--- src/rtl/rf_writeback_ctrl_pkg.sv ---
// Shared constants and source-select encoding for the register-file writeback controller.
package rf_writeback_ctrl_pkg;

  localparam int XLEN       = 32;
  localparam int REG_ADDR_W = 5;
  localparam int NUM_REGS   = 1 << REG_ADDR_W;

  // Origin of the value currently sitting in the registered write slot.
  typedef enum logic [1:0] {
    SRC_NONE = 2'd0,
    SRC_ALU  = 2'd1,
    SRC_LQ   = 2'd2
  } wb_src_e;

endpackage

--- src/rtl/rf_writeback_ctrl_wb_sync_fifo.sv ---
// Parameterised synchronous FIFO with occupancy count; holds long-op results awaiting writeback.
module wb_sync_fifo #(
  parameter int DEPTH = 2,
  parameter int WIDTH = 37
) (
  input  logic                     clk,
  input  logic                     rst_n,
  input  logic                     push_i,
  input  logic [WIDTH-1:0]         wdata_i,
  input  logic                     pop_i,
  output logic [WIDTH-1:0]         rdata_o,
  output logic                     full_o,
  output logic                     empty_o,
  output logic [$clog2(DEPTH):0]   count_o
);

  localparam int AW = $clog2(DEPTH);
  localparam logic [AW-1:0] PTR_ONE  = AW'(1);
  localparam logic [AW:0]   CNT_ONE  = (AW + 1)'(1);
  localparam logic [AW:0]   CNT_FULL = (AW + 1)'(DEPTH);

  logic [WIDTH-1:0] mem_q [DEPTH];
  logic [AW-1:0]    wptr_q;
  logic [AW-1:0]    rptr_q;
  logic [AW:0]      count_q;
  logic             do_push;
  logic             do_pop;

  assign full_o  = (count_q == CNT_FULL);
  assign empty_o = (count_q == '0);
  assign count_o = count_q;
  assign rdata_o = mem_q[rptr_q];

  // A full FIFO may still accept a write in the cycle its head leaves.
  assign do_pop  = pop_i && !empty_o;
  assign do_push = push_i && (!full_o || do_pop);

  // NOTE: storage has no reset; entries are only ever read behind the
  // reset-cleared count, so clearing the array would cost flops for nothing.
  always_ff @(posedge clk) begin
    if (do_push) begin
      mem_q[wptr_q] <= wdata_i;
    end
  end

  // NOTE: sequential state uses non-blocking assignments so every flop
  // samples pre-edge values regardless of statement order.
  always_ff @(posedge clk or negedge rst_n) begin
    if (!rst_n) begin
      wptr_q  <= '0;
      rptr_q  <= '0;
      count_q <= '0;
    end else begin
      if (do_push) begin
        wptr_q <= wptr_q + PTR_ONE;
      end
      if (do_pop) begin
        rptr_q <= rptr_q + PTR_ONE;
      end
      unique case ({do_push, do_pop})
        2'b10:   count_q <= count_q + CNT_ONE;
        2'b01:   count_q <= count_q - CNT_ONE;
        default: count_q <= count_q;
      endcase
    end
  end

endmodule

--- src/rtl/rf_writeback_ctrl.sv ---
// Register-file write-port driver: arbitrates ALU and long-op results and tracks
// outstanding long-op destinations in a busy scoreboard for decode hazard stalls.
module rf_writeback_ctrl #(
  parameter int XLEN     = rf_writeback_ctrl_pkg::XLEN,
  parameter int LQ_DEPTH = 2
) (
  input  logic                                      clk,
  input  logic                                      rst_n,
  input  logic                                      alu_valid,
  input  logic [rf_writeback_ctrl_pkg::REG_ADDR_W-1:0] alu_rd,
  input  logic [XLEN-1:0]                           alu_data,
  input  logic                                      lq_valid,
  output logic                                      lq_ready,
  input  logic [rf_writeback_ctrl_pkg::REG_ADDR_W-1:0] lq_rd,
  input  logic [XLEN-1:0]                           lq_data,
  input  logic                                      issue_valid,
  input  logic [rf_writeback_ctrl_pkg::REG_ADDR_W-1:0] issue_rd,
  output logic                                      issue_ready,
  input  logic [rf_writeback_ctrl_pkg::REG_ADDR_W-1:0] rs1,
  input  logic [rf_writeback_ctrl_pkg::REG_ADDR_W-1:0] rs2,
  output logic                                      rs1_busy,
  output logic                                      rs2_busy,
  output logic [rf_writeback_ctrl_pkg::REG_ADDR_W-1:0] WriteRegister,
  output logic [XLEN-1:0]                           WriteData,
  output logic                                      RegWrite
);

  import rf_writeback_ctrl_pkg::*;

  localparam int ENTRY_W = REG_ADDR_W + XLEN;
  localparam int LQ_CW   = $clog2(LQ_DEPTH) + 1;

  logic [ENTRY_W-1:0]    lq_head;
  logic [REG_ADDR_W-1:0] lq_head_rd;
  logic [XLEN-1:0]       lq_head_data;
  logic                  lq_full;
  logic                  lq_empty;
  logic [LQ_CW-1:0]      lq_count;
  logic                  lq_push;
  logic                  lq_pop;

  wb_src_e               src_d, src_q;
  logic [REG_ADDR_W-1:0] wr_addr_d, wr_addr_q;
  logic [XLEN-1:0]       wr_data_d, wr_data_q;

  logic [NUM_REGS-1:0]   busy_d, busy_q;
  logic                  busy_set;
  logic                  busy_clr;

  // Long-op result queue; writes to x0 are accepted but never stored.
  assign lq_ready = !lq_full;
  assign lq_push  = lq_valid && lq_ready && (lq_rd != '0);

  wb_sync_fifo #(
    .DEPTH (LQ_DEPTH),
    .WIDTH (ENTRY_W)
  ) u_lq (
    .clk     (clk),
    .rst_n   (rst_n),
    .push_i  (lq_push),
    .wdata_i ({lq_rd, lq_data}),
    .pop_i   (lq_pop),
    .rdata_o (lq_head),
    .full_o  (lq_full),
    .empty_o (lq_empty),
    .count_o (lq_count)
  );

  assign {lq_head_rd, lq_head_data} = lq_head;

  // NOTE: every always_comb output gets a default first, so no path can
  // leave it unassigned and infer a latch.
  always_comb begin
    src_d     = SRC_NONE;
    wr_addr_d = wr_addr_q;
    wr_data_d = wr_data_q;
    if (alu_valid && (alu_rd != '0)) begin
      src_d     = SRC_ALU;
      wr_addr_d = alu_rd;
      wr_data_d = alu_data;
    end else if (!lq_empty) begin
      src_d     = SRC_LQ;
      wr_addr_d = lq_head_rd;
      wr_data_d = lq_head_data;
    end
  end

  assign lq_pop = (src_d == SRC_LQ);

  always_ff @(posedge clk or negedge rst_n) begin
    if (!rst_n) begin
      src_q     <= SRC_NONE;
      wr_addr_q <= '0;
      wr_data_q <= '0;
    end else begin
      src_q     <= src_d;
      wr_addr_q <= wr_addr_d;
      wr_data_q <= wr_data_d;
    end
  end

  assign RegWrite      = (src_q != SRC_NONE);
  assign WriteRegister = wr_addr_q;
  assign WriteData     = wr_data_q;

  // Scoreboard: cleared on the same edge the register file captures a long-op result.
  assign issue_ready = (issue_rd == '0) || !busy_q[issue_rd];
  assign busy_set    = issue_valid && (issue_rd != '0) && issue_ready;
  assign busy_clr    = (src_q == SRC_LQ);

  always_comb begin
    busy_d = busy_q;
    if (busy_clr) begin
      busy_d[wr_addr_q] = 1'b0;
    end
    // Applied after the clear so a same-edge issue to the same rd stays busy.
    if (busy_set) begin
      busy_d[issue_rd] = 1'b1;
    end
    busy_d[0] = 1'b0;
  end

  always_ff @(posedge clk or negedge rst_n) begin
    if (!rst_n) begin
      busy_q <= '0;
    end else begin
      busy_q <= busy_d;
    end
  end

  assign rs1_busy = (rs1 != '0) && busy_q[rs1];
  assign rs2_busy = (rs2 != '0) && busy_q[rs2];

  a_alu_not_busy: assert property (@(posedge clk) disable iff (!rst_n)
    !(alu_valid && (alu_rd != '0) && busy_q[alu_rd]));

  a_no_x0_write: assert property (@(posedge clk) disable iff (!rst_n)
    RegWrite |-> (WriteRegister != '0));

  a_lq_count_range: assert property (@(posedge clk) disable iff (!rst_n)
    lq_count <= LQ_CW'(LQ_DEPTH));

endmodule

--- config.mk ---
export PLATFORM = sky130hd
export DESIGN_NAME = rf_writeback_ctrl
export DESIGN_NICKNAME = d
export VERILOG_FILES = /design/src/rtl/rf_writeback_ctrl_pkg.sv /design/src/rtl/rf_writeback_ctrl_wb_sync_fifo.sv /design/src/rtl/rf_writeback_ctrl.sv
export SDC_FILE = /design/constraint.sdc
export NUM_CORES = 1
export LEC_CHECK = 0
export ABC_AREA = 1
export CAP_MARGIN = 15
export CELL_PAD_IN_SITES_DETAIL_PLACEMENT = 2
export CELL_PAD_IN_SITES_GLOBAL_PLACEMENT = 2
export CORE_MARGIN = 1.5
export CORE_UTILIZATION = 28
export CTS_CLUSTER_DIAMETER = 30
export DETAILED_ROUTE_END_ITERATION = 12
export GPL_ROUTABILITY_DRIVEN = 0
export GPL_TIMING_DRIVEN = 0
export PLACE_DENSITY = 0.82
export SYNTH_ARGS = -nofsm -noshare
export SYNTH_HDL_FRONTEND = slang
export SYNTH_HIERARCHICAL = 1
export SYNTH_SLANG_ARGS = --single-unit
--- constraint.sdc ---
create_clock -name clk -period 2.97 [get_ports clk]
set_input_delay 0.297 -clock clk [delete_from_list [all_inputs] [get_ports clk]]
set_output_delay 0.297 -clock clk [all_outputs]
set_load 0.02 [all_outputs]
### Yosys cells after proc, flatten, opt, wreduce, memory -nomap -nowiden

Memory sizes are Yosys's and may differ from the RTL's.
Index checks and enable logic that the tools add are counted.

| word-level totals | value |
|---|---|
| register bits | 74 |
| bits of input ports | 94 |
| memory bits (writable) | 74 |
| memory bits (read-only) | 0 |
| word-level logic and storage cells | 73 |
| bits in latches | 0 |
| memories | 1 |

| cells by class | value |
|---|---|
| bitwise operators | 3 |
| muxes and demuxes | 21 |
| $mul | 0 |
| $lt $le $gt $ge | 6 |
| $add $sub $neg | 4 |
| div/mod/pow operators | 0 |
| equality and inequality tests | 6 |
| reductions and logical operators | 25 |
| shift-type cells | 0 |

Memories:

| memory | words | bits a word | read ports | clocked after memory_dff | write ports | line | source |
|---|---|---|---|---|---|---|---|
| u_lq.mem_q | 2 | 37 | 1 | 0 | 1 | rf_writeback_ctrl_wb_sync_fifo.sv:22 | `logic [WIDTH-1:0] mem_q [DEPTH];` |

Operators by type and width:

| cell | number |
|---|---|
| $mux 32 | 4 |
| $and 32x32->32 | 1 |
| $not 32->32 | 1 |
| $or 32x32->32 | 1 |
| $reduce_bool 5->1 | 5 |
| $lt 5x6->1 const B | 4 |
| $bmux 1 s5 | 3 |
| $logic_and 1x1->1 | 11 |
| $demux 1 s5 | 2 |
| $ge 5x1->1 const B | 2 |
| $mux 5 | 2 |
| $eq 2x2->1 const B | 4 |
| $mux 1 | 7 |
| $logic_not 5->1 | 1 |
| $mux 2 | 2 |
| $pmux 2 s2 | 1 |
| $reduce_bool 2->1 | 2 |
| $logic_not 1->1 | 3 |
| $add 1x1->1 const B | 2 |
| $add 2x1->2 const B | 1 |
| $eq 2x1->1 const B | 1 |
| $logic_not 2->1 | 1 |
| $logic_or 1x1->1 | 2 |
| $ne 2x1->1 const B | 1 |
| $sub 2x1->2 const B | 1 |

### Depth between registers and ports, before layout

| logic depth | value |
|---|---|
| word-level depth | 9 |
| depth in mapped cells | 13 |
| depth with buffers taken out | 13 |

### By module

Netlist, hierarchy kept.

By module, submodules not included:

| module | sequential area each (um^2) | instances | area each (um^2) | cells an instance |
|---|---|---|---|---|
| rf_writeback_ctrl | 1751.7 | 1 | 4320.4 | 638 |
| wb_sync_fifo | 2322.2 | 1 | 2916.5 | 223 |

### Least setup slack after synthesis

OpenSTA, ideal clock, no wires.

| path | value |
|---|---|
| path type | input to register |
| start point | in alu_rd[2] in the netlist's numbering |
| end point | mem u_lq.mem_q[0][0] (enable) |
| library setup time | 0.431 ns |
| required time | 2.539 ns |
| stages on the path | 9 |
| data arrival time | 2.768 ns |
| path slack | -0.230 ns |
| cell sequence | nor3_1 nand2_1 nand2_1 inv_1 or2_1 inv_1 buf_2 o21ai_2 nor2_1 |

| between the ends | value |
|---|---|
| longest elaborated chain between the ends | 9 |

Ends and longest elaborated chain:

| element | line | source |
|---|---|---|
| start: declaration | rf_writeback_ctrl.sv:10 | `input logic [rf_writeback_ctrl_pkg::REG_ADDR_W-1:0] alu_rd,` |
| $reduce_bool 5->1 | rf_writeback_ctrl.sv:77 | `if (alu_valid && (alu_rd != '0)) begin` |
| $logic_and 1x1->1 | rf_writeback_ctrl.sv:77 |  |
| $mux 2 | rf_writeback_ctrl.sv:77 |  |
| $eq 2x2->1 | rf_writeback_ctrl.sv:88 | `assign lq_pop = (src_d == SRC_LQ);` |
| net lq_pop | rf_writeback_ctrl.sv:40 | `logic lq_pop;` |
| $logic_and 1x1->1 | rf_writeback_ctrl_wb_sync_fifo.sv:35 | `assign do_pop = pop_i && !empty_o;` |
| $logic_or 1x1->1 | rf_writeback_ctrl_wb_sync_fifo.sv:36 | `assign do_push = push_i && (!full_o \|\| do_pop);` |
| $logic_and 1x1->1 | rf_writeback_ctrl_wb_sync_fifo.sv:36 |  |
| $mux 1 | rf_writeback_ctrl_wb_sync_fifo.sv:41 | `if (do_push) begin` |
| $mux 1 (not written as such) | rf_writeback_ctrl_wb_sync_fifo.sv:42 | `mem_q[wptr_q] <= wdata_i;` |
| end: declaration | rf_writeback_ctrl_wb_sync_fifo.sv:22 |  |

The timed path passes the listed nets, and every way through them passes these cells.

### Final worst setup path

| path | value |
|---|---|
| start point | in issue_rd[1] in the netlist's numbering |
| end point | out issue_ready |

| between the ends | value |
|---|---|
| longest elaborated chain between the ends | 4 |

Ends and longest elaborated chain:

| element | line | source |
|---|---|---|
| start: declaration | rf_writeback_ctrl.sv:17 | `input logic [rf_writeback_ctrl_pkg::REG_ADDR_W-1:0] issue_rd,` |
| $bmux 1 s5 | rf_writeback_ctrl.sv:107 | `assign issue_ready = (issue_rd == '0) \|\| !busy_q[issue_rd];` |
| $mux 1 (not written as such) | rf_writeback_ctrl.sv:107 |  |
| $logic_not 1->1 | rf_writeback_ctrl.sv:107 |  |
| $logic_or 1x1->1 * | rf_writeback_ctrl.sv:107 |  |
| end: declaration | rf_writeback_ctrl.sv:18 | `output logic issue_ready,` |

Mark *: on every way between the ends. The rest lies on a longest branch, timed or not. The select of a mux whose other input is x is not followed.

==> results.yml <==
drt:
  drtPass1Iterations: 4
  route.vias.total: 6658
  avgViaCountPerCell: 4.89
  drtIter0Drc: 256
  wl_per_cell_um: 19.7
  drc: 0
  routed_wl_um: 26800
  final_antenna_net_count: 0
yosys:
  synth-simple-area-share_pct: 31.3
  synth.cell_area_um2: 7240
  synth_top_area_share_pct: 30.7
  avgSynthCellArea_um2: 8.41
  synthArstFlopShare_pct: 50.0
  ys_seq_area_share_pct: 56.3
  synth_cell_types: 32
  synth_warnings: 6
  synth_top_family_by_area: "simple AND/OR/NAND/NOR gates"
  yosysTopAreaCell: "edfxtp_1"
  ys.flop_type: "edfxtp_1"
  synth.area.mux_share_pct: 0
  synth_fp_nets: 955
  synth_edf_count: 74
  syn_inst: 861
  synth_xor_xnor_area_share_pct: 0.363
  synth-compound-area-share_pct: 5.86
  yosys.area_share.adder_pct: 0
  synth_seq_cells: 148
  synthTopCellsByArea: "edfxtp_1, dfrtp_1, nand2_1"
global_routing:
  antenna_found_initial: 2
  grt-ovfl-total: 0
  grt_pass1_wl_um: 41600
  grt_max_degree: 61
  gr-usage-all-layers_pct: 20.8
  grt_pass1_vias: 7462
clocking:
  tritoncts: "yes"
  tritoncts.num_buffers: 17
  clkLatencyLatePin_ns: 0.43
  cts_root_buf: "clkbuf_16"
  clkTransAtPathRegs_ns: 0.07
  clk_path_buf_depth: 2
  clock-sinks: 148
  h-tree-depth: 4
critical_path:
  critPathCaptureType: "primary output"
  cp.arrival_ns: 2.49
  reg2reg_from: "u_lq/count_o[1]"
  cp_max_fo: 10
  crit_start: "issue_rd[1]"
  startpoint_type: "input port"
  worstSetupPathType: "in -> out"
  cp.required_ns: 2.67
layout:
  multi_input_comb_area_um2: 2730
  area_delta_synth_final_pct: 34.0
  fin_nets: 1112
  seq_area_um2: 4070
  final_cell_mix: "nand2_1, clkdlybuf4s50_1, dfrtp_1, edfxtp_1, nand3_1"
  layout_commonest_cell: "nand2_1"
  fillers: 2849
  drive_above_1_share_pct: 8.34
  fin_util_pct: 38.4
sta:
  max_freq_mhz: 359
  finalSetupViolations: 0
  relSlewSlack_pct: 57.0
  fin_crit_sh_pct: 93.7
  rsz0062_at_grt: "no"
  fin_ws_ns: 0.187
  min_period_ns: 2.78
  finClkSkew_ns: 0.00856
  tns_ns: 0
  drv_slew: 0
  tightest_slew_ns: 0.640
  final-hold-violation-count: 0
power:
  ir_worst_vdd_mv: 0.469
  power_leakage_nw: 4.10
  fin_total_pwr_mw: 8.71
  power.density_nw_per_um2: 899
die:
  fp.dieH_um: 164
  core_um2: 25300
  start_util_pct: 28.7
  num_rows: 58
  die_w_um: 164
  ios: 136
  dieArea_um2: 26800
placed_design:
  port_buffers: 131
  hpwl_um: 19600
  pre_cts_slack_ns: 0.0854
worst_hold_path:
  min_path_type: "in -> async"
flow_run:
  drv_cap: 0
outcome:
  status: "finished, final reports clean"
## report_power, final
part | leakage, nW | internal (mW) | switching [mW]
clock network | 0.296 | 1.36 | 0.920
registers | 1.51 | 2.86 | 0.563
logic | 2.30 | 1.12 | 1.90
## worst max-delay path: stages
cell             delay [ns]
clkdlybuf4s50_1        0.50
nand2_2                0.29
nor2_1                 0.07
nor2_1                 0.13
nand2_1                0.07
nand2_1                0.07
nand2_2                0.06
nor2_4                 0.23
and2_1                 0.16
clkdlybuf4s50_1        0.60
## cells by family (layout without fill, tap and decap cells)
family | count (synthesis) | in the layout
AND/OR/NAND/NOR | 540 | 540
flip-flops | 148 | 148
buffers and inverters | 92 | 262
AO/OA/AOI/OAI | 78 | 78
XOR/XNOR | 3 | 3
other | 0 | 1
## per-layer routing
layer | vias to the layer above | wire [µm] | track usage [%]
met5 | - | 13 | 0
met2 | 145 | 13800 | 37.4
li1 | 3151 | - | -
met3 | 41 | 1280 | 4.39
met1 | 3319 | 11000 | 24.3
met4 | 2 | 629 | 7.23
## flip-flops by register name (all words and copies together) (netlist names)
| register | cells |
|---|---|
| WriteRegister | 5 |
| u_lq/mem_q | 74 |
| u_lq/count_o | 2 |
| u_lq/rptr_q | 1 |
| busy_q | 31 |
| src_q | 2 |
| WriteData | 32 |
| u_lq/wptr_q | 1 |
## cell type report
| class | count | area share, % |
|---|---|---|
| Antenna cell | 1 | 0.0258 |
| Buffer | 37 | 2.44 |
| Clock buffer | 18 | 4.53 |
| Clock inverter | 14 | 1.81 |
| Inverter | 55 | 2.22 |
| Multi-Input combinational cell | 621 | 28.2 |
| Sequential cell | 148 | 42.0 |
| Tap cell | 330 | 4.26 |
| Timing Repair Buffer | 137 | 14.5 |
| Timing Repair inverter | 1 | 0.0516 |
## final timing paths
| check | endpoint | slack [ns] | cells past startpoint |
|---|---|---|---|
| worst max-delay path | issue_ready | 0.19 | 10 |
| worst min-delay path | WriteData[1] | 0.28 | 2 |
| worst max register to register | u_lq/mem_q[1][29] | 0.68 | 9 |
| worst min register to register | WriteData[7] | 0.50 | 2 |
| max in group asynchronous | busy_q[15] | 2.08 | 3 |
| min in group clk | busy_q[10] | 0.43 | 6 |
## repair_timing
| action | 4_1_cts | 5_1_grt |
|---|---|---|
| buffers inserted | 0 | 2 |
| endpoints found under the setup margin | 0 | 1 |
| endpoints found under the hold margin | 14 | 0 |
| resized for setup | 0 | 2 |
| hold buffers | 1 | 0 |
## stage by stage
stage | instance area (µm²) | hold WS (ns) | cells
global placement | 8960 | 0.481 | 1322
finish | 9690 | 0.277 | 1362
CTS | 9670 | 0.260 | 1358
detailed placement | 9040 | 0.186 | 1325
floorplan | 7240 | 0.00141 | 861
global route | 9690 | 0.276 | 1361
## synthesized netlist by cell type, types with 2 or more instances
cell type	count
nand2_1	363
dfrtp_1	74
edfxtp_1	74
nand3_1	64
nor2_1	54
inv_1	49
o21ai_0	45
nand4_1	35
a21oi_1	18
buf_2	15
o211ai_1	11
nor3_1	10
buf_6	9
clkbuf_1	9
nand2_2	5
inv_2	4
buf_4	3
xor2_1	3
nand3_2	2
nor2_4	2
No activity file was read; power rests on OpenSTA's default activity.
